**src/rtl/acc_pkg.sv**
```systemverilog
// Widths and beat arithmetic shared by the accelerator's serial<->parallel converters.
package acc_pkg;

  localparam int DW_BUS = 32;
  localparam int DW_ROW = 224;

  function automatic int calc_beats(input int dwi, input int dwo);
    return dwo / dwi;
  endfunction

  // Counter width never drops below one bit, even for a single-beat word.
  function automatic int calc_cw(input int beats);
    return (beats <= 1) ? 1 : $clog2(beats);
  endfunction

endpackage

```
**src/rtl/ser2par.sv**
```systemverilog
// Assembles BEATS narrow beats (beat 0 in the LSB slice) into one wide word; word is valid 1 cycle after its last beat.
// Double-buffered: only the last beat stalls, and only while the held word is not taken (out_ready -> in_ready is combinational).
module ser2par
  import acc_pkg::*;
#(
  parameter int DWI = DW_BUS,
  parameter int DWO = DW_ROW,
  localparam int BEATS = calc_beats(DWI, DWO),
  localparam int CW = calc_cw(BEATS)
) (
  input  logic           clk,
  input  logic           rst_n,
  input  logic           clr,
  input  logic           in_valid,
  output logic           in_ready,
  input  logic [DWI-1:0] din,
  output logic           out_valid,
  input  logic           out_ready,
  output logic [DWO-1:0] dout,
  output logic [CW-1:0]  beat_cnt
);

  if (DWO % DWI != 0) begin : g_width_chk
    $error("ser2par: DWO must be a multiple of DWI");
  end

  logic [DWO-1:0] asm_q, asm_d;
  logic [DWO-1:0] dout_q, dout_d;
  logic [CW-1:0]  beat_cnt_q, beat_cnt_d;
  logic           out_valid_q, out_valid_d;
  logic           last_beat;
  logic           accept;

  assign last_beat = (beat_cnt_q == CW'(BEATS - 1));
  assign in_ready  = !clr && !(last_beat && out_valid_q && !out_ready);
  assign accept    = in_valid && in_ready;

  always_comb begin
    asm_d       = asm_q;
    dout_d      = dout_q;
    beat_cnt_d  = beat_cnt_q;
    out_valid_d = out_valid_q;
    if (clr) begin
      asm_d       = '0;
      beat_cnt_d  = '0;
      out_valid_d = 1'b0;
    end else begin
      if (out_valid_q && out_ready) begin
        out_valid_d = 1'b0;
      end
      if (accept) begin
        asm_d[int'(beat_cnt_q) * DWI +: DWI] = din;
        if (last_beat) begin
          // The freshly written slice completes the word, so take it from asm_d.
          beat_cnt_d  = '0;
          dout_d      = asm_d;
          out_valid_d = 1'b1;
        end else begin
          beat_cnt_d = beat_cnt_q + CW'(1);
        end
      end
    end
  end

  always_ff @(posedge clk or negedge rst_n) begin
    if (!rst_n) begin
      asm_q       <= '0;
      dout_q      <= '0;
      beat_cnt_q  <= '0;
      out_valid_q <= 1'b0;
    end else begin
      asm_q       <= asm_d;
      dout_q      <= dout_d;
      beat_cnt_q  <= beat_cnt_d;
      out_valid_q <= out_valid_d;
    end
  end

  assign dout      = dout_q;
  assign out_valid = out_valid_q;
  assign beat_cnt  = beat_cnt_q;

endmodule

```
**config.mk**
```make
export PLATFORM = sky130hd
export DESIGN_NAME = ser2par
export DESIGN_NICKNAME = d
export VERILOG_FILES = /design/src/rtl/acc_pkg.sv /design/src/rtl/ser2par.sv
export SDC_FILE = /design/constraint.sdc
export NUM_CORES = 1
export LEC_CHECK = 0
export CAP_MARGIN = 20
export CORE_MARGIN = 2
export CORE_UTILIZATION = 40
export CTS_BUF_LIST = sky130_fd_sc_hd__clkbuf_16
export DETAILED_ROUTE_END_ITERATION = 8
export GPL_TIMING_DRIVEN = 0
export MAX_ROUTING_LAYER = met4
export PLACE_DENSITY_LB_ADDON = 0.05
export SLEW_MARGIN = 10
export SYNTH_ARGS = -nofsm -noshare
export SYNTH_HDL_FRONTEND = slang
export SYNTH_SLANG_ARGS = --single-unit
```
**constraint.sdc**
```tcl
create_clock -name clk -period 5.56 [get_ports clk]
set_input_delay 1.112 -clock clk [delete_from_list [all_inputs] [get_ports clk]]
set_output_delay 1.112 -clock clk [all_outputs]
set_load 0.02 [all_outputs]
```
* Yosys cells after proc, flatten, opt, wreduce, memory -nomap -nowiden
Index checks and enable logic that the tools add are counted.
** Storage, ports and cells
- Register bits after elaboration :: 452
- Bits of input ports :: 37
- Output and inout port bits :: 229
- Logic and storage cells :: 30
** Operators by class
- $add $sub $neg :: 2
- Eq/ne operators :: 1
- Shift operators :: 2
- Muxes and demuxes :: 10
- Bitwise logic cells :: 1
- Reductions and logical operators :: 10
** Operators by type and width (count)
- 2-to-1 mux 224 bit :: 2
- bitwise mux 224 bit :: 1
- variable shift 32 x 33 -> 224 bit, first input constant :: 1
- indexed part select 32 x 33 -> 224 bit :: 1
- negation 8 -> 33 bit :: 1
- 2-to-1 mux 3 bit :: 3
- logical AND 1 bit :: 5
- 2-to-1 mux 1 bit :: 4
- adder 3 x 1 -> 3 bit, second input constant :: 1
- equality test 3 bit, second input constant :: 1
- zero test 1 bit :: 3
- AND reduction 3 bit :: 1
- nonzero test 2 bit :: 1
- inverter 1 bit :: 1

* Depth between registers and ports, before layout
- Depth in word-level cells :: 8
- Depth in mapped cells :: 11
- Gate-level depth less buffers :: 7

* Worst setup path after synthesis
No wires, ideal clock.
- Path kind :: reg-to-output
- Start point :: register beat_cnt_q[0] (netlist: beat_cnt[0])
- End point :: output port in_ready
- Data arrival time :: 1.607 ns
- Required time :: 4.448 ns
- Path slack :: 2.841 ns
- Cell stages (with the launch flop) :: 7
- Buffers on the path :: 2
- Path through :: dfrtp_1 clkbuf_2 inv_1 ha_1 buf_2 and4b_4 nor2_1
** Between the ends
- Word-level cells in the longest chain between the ends :: 5
** Ends and longest elaborated chain
- start, declared :: line ser2par.sv:29 : logic [CW-1:0] beat_cnt_q, beat_cnt_d;
- start signal, assigned :: line ser2par.sv:74 : beat_cnt_q <= beat_cnt_d;
- equality test 3 bit :: line ser2par.sv:34 : assign last_beat = (beat_cnt_q == CW'(BEATS - 1));
- logical AND 1 bit (2 in a row) :: line ser2par.sv:35 : assign in_ready = !clr && !(last_beat && out_valid_q && !out_ready);
- zero test 1 bit :: line ser2par.sv:35
- logical AND 1 bit :: line ser2par.sv:35
- end, declared :: line ser2par.sv:15 : output logic in_ready,
Every way passes these cells.

* Worst setup path after layout
- Start point :: input port clr
- End point :: output port in_ready
** Between the ends
- Word-level cells in the longest chain between the ends :: 2
** Ends and longest elaborated chain
- start, declared :: line ser2par.sv:13 : input logic clr,
- zero test 1 bit :: line ser2par.sv:35
- logical AND 1 bit :: line ser2par.sv:35
Every way passes these cells.

==> impl_metrics.ini <==
[clocking]
clock_sinks = 452
clockBufferDepth = 3
cts_buffers = 48
cts_tree = built
holdBufCountCts = 0
clk_latency_ps = 590
ctsResizeCount = 0
root_buffer = clkbuf_16
path_clk_slew_ps = 60
h-tree-depth = 2
post_cts_buffers = 0

[timing]
setup_violations = 0
final.period_utilization_pct = 72.8
fin_setup_tns_ps = 0
whs_ps = 424
fin_crit_ps = 4050
drv_slew = 0
finClkSkew_ps = 17.2
relSlewSlack_pct = 21.8
fmaxAchievable_ghz = 0.247
tightestPinTransition_ps = 1170
hold_viol_final = 0
grt_setup_unrepaired = no

[route]
vias = 15000
initialDrtViolationCount = 1516
drtAntennaViolNets = 0
first_pass_iters = 7
wl_per_cell_um = 25.6
viasPerCell = 5.89
wl_um = 65200
drc_errors = 0

[power]
p_int_mw = 5.45
vdd_ir_drop_max_uv = 219
clkPwrFrac_pct = 43.1
leakage_nw = 10.0
seqPwrFrac_pct = 47.0
combPwrFrac_pct = 9.9
p_sw_share_pct = 25.7
power_switching_mw = 1.89
power_density_nw_per_um2 = 314

[critical_path]
crit_slowest_cell = clkdlybuf4s50_1
cp_max_fo = 10
critPathMaxStageDelay_ps = 690
critPathKind = in2out
crit_family = buffers and inverters
crit_path_start_kind = input port
arrival_ps = 2940
crit_chain = clkdlybuf4s50_1 > clkbuf_1 > nor2_1 > clkdlybuf4s50_1
endpoint_kind = primary output
worst-endpoint-required_ps = 4450
crit_top_cell = clkdlybuf4s50_1
path_buf_inv = 3

[logic_synthesis]
synth_edf_count = 0
ys_top_cells_by_count = 452 x dfrtp_1, 201 x nor2_1, 167 x a21oi_1
netlist_instances = 1584
ys_ff_latch = 452
ys.flop_type = dfrtp_1
ys_warn_count = 0
yosysUniqueCellTypes = 37
synthTopCellsByArea = dfrtp_1 62%, a22o_1 7.7%, a21oi_1 4.6%, nor2_1 4.1%, a22oi_1 3.9%
avgSynthCellArea_um2 = 11.5
async_reset_ff_share_pct = 100
netlist.area_leader.share_pct = 61.9
syn_area_um2 = 18300
syn-num-nets = 1628
yosysMostFrequentCell = dfrtp_1
yosysSeqAreaShare_pct = 61.9
yosys.area.top_type = dfrtp_1

[placed_design]
place_congestion = 0.874
dp_cells = 2455
dp_hpwl_um = 45300
port_buffers = 265

[cells_and_area]
final_cells = 2545
final_layout_size_suffix_gt1_share_pct = 7.51
nNetsFinal = 1950
syn2layout_area_growth_pct = 27.9
diodes = 0

[global_routing]
grt_pass1_wl_um = 96600
grtUsageTotal_pct = 28.3
antenna_found_initial = 0
grt_pass1_vias = 15000
grt_max_degree = 112
overflow = 0

[floorplan]
dieArea_um2 = 47400
ios = 266
die_w_um = 218
die_h_um = 218
coreArea_um2 = 45300
std_cell_rows = 78
start_util_pct = 40.4

[flow_run]
cap_violations = 0

[worst_hold_path]
hp-class = in2async

[outcome]
status = complete, no violations
==> cell type report <==
type / count / area, um2
multi-input combinational: 948 / 6220
tap: 600 / 751
inverter: 5 / 18.8
clock buffer: 49 / 1230
sequential: 452 / 11300
clock inverter: 40 / 304
timing repair buffer: 272 / 2820
fill: 4171 / 21900
buffer: 179 / 732
==> metrics by stage <==
| step | util [%] | power [mW] | cell area (um2) | worst slack [ps] |
|---|---|---|---|---|
| 3_3_place_gp | 47.9 | 4.22 | 21700 | -16720 |
| 6_report | 51.6 | 7.34 | 23400 | 1510 |
| 5_1_grt | 51.6 | 7.58 | 23400 | 1480 |
| 4_1_cts | 51.6 | 7.38 | 23400 | 1620 |
| 2_1_floorplan | - | 3.80 | 18300 | 2840 |
| 3_5_place_dp | 48.2 | 4.23 | 21800 | 1410 |
==> logic make-up (layout without fill, tap and decap cells) <==
logic type / after synthesis / after routing / share of synthesized area (%)
simple gates: 320 / 320 / 7.47
compound gates: 589 / 589 / 24.1
buf+inv: 184 / 545 / 4.11
mux: 32 / 32 / 1.97
fa+ha+maj: 7 / 7 / 0.479
flops: 452 / 452 / 61.9
==> state kept, by name, summed over array words and instances (netlist names) <==
register and count:
asm_q 224, beat_cnt 3, dout 224, out_valid 1
==> placed cells by master, fill, tap and decap left out, types with 7 or more instances in the layout <==
cell and n:
buf_1 9, buf_2 30, clkbuf_16 49, clkdlybuf4s50_1 264, nor2b_1 17, nand3_1 9
a32o_1 64, mux2_2 32, nor2_1 201, a22o_1 160, clkbuf_1 136, a21oi_1 167
nand2_1 68, a31oi_1 32, dfrtp_1 452, a32oi_1 65, clkinv_1 17, a22oi_1 96
inv_1 17, ha_1 7
==> worst reg2reg max path, stage by stage (launching register included) <==
cell and delay [ps]:
dfrtp_1 440, clkbuf_2 190, inv_1 130, ha_1 150, buf_2 200, nand2_1 120, nor4b_1 330, buf_2 380
clkbuf_1 640, clkbuf_1 670, a21oi_1 170
==> per-layer routing <==
layer  global-route usage [%]  routed length [um]  up-vias
met1                     39.1               28700     7703
met3                     4.49                4480      104
met2                     42.7               30000      632
met4                     9.80                2020        0
li1                         -                   -     6541
met5                        -                   0        -
==> final timing paths <==
kind / depth (start not counted) / slack (ps) / to / start
setup reg to reg: 10 / 1960 / dout[46] / beat_cnt[0]
max in group asynchronous: 4 / 3610 / dout[29] / rst_n
hold reg to reg: 1 / 490 / asm_q[74] / asm_q[74]
hold / removal: 1 / 420 / dout[103] / rst_n
setup / recovery: 4 / 1510 / in_ready / clr
min in group clk: 1 / 490 / asm_q[74] / asm_q[74]
==> power groups by stage <==
stage	clock network [mW]	logic, mW	registers (mW)
floorplan	0	0.228	3.58
global placement	0	0.703	3.52
detailed placement	0	0.720	3.51
CTS	3.21	0.723	3.45
global route	3.35	0.777	3.46
finish	3.16	0.727	3.45
(Power assumes the default switching activity.)
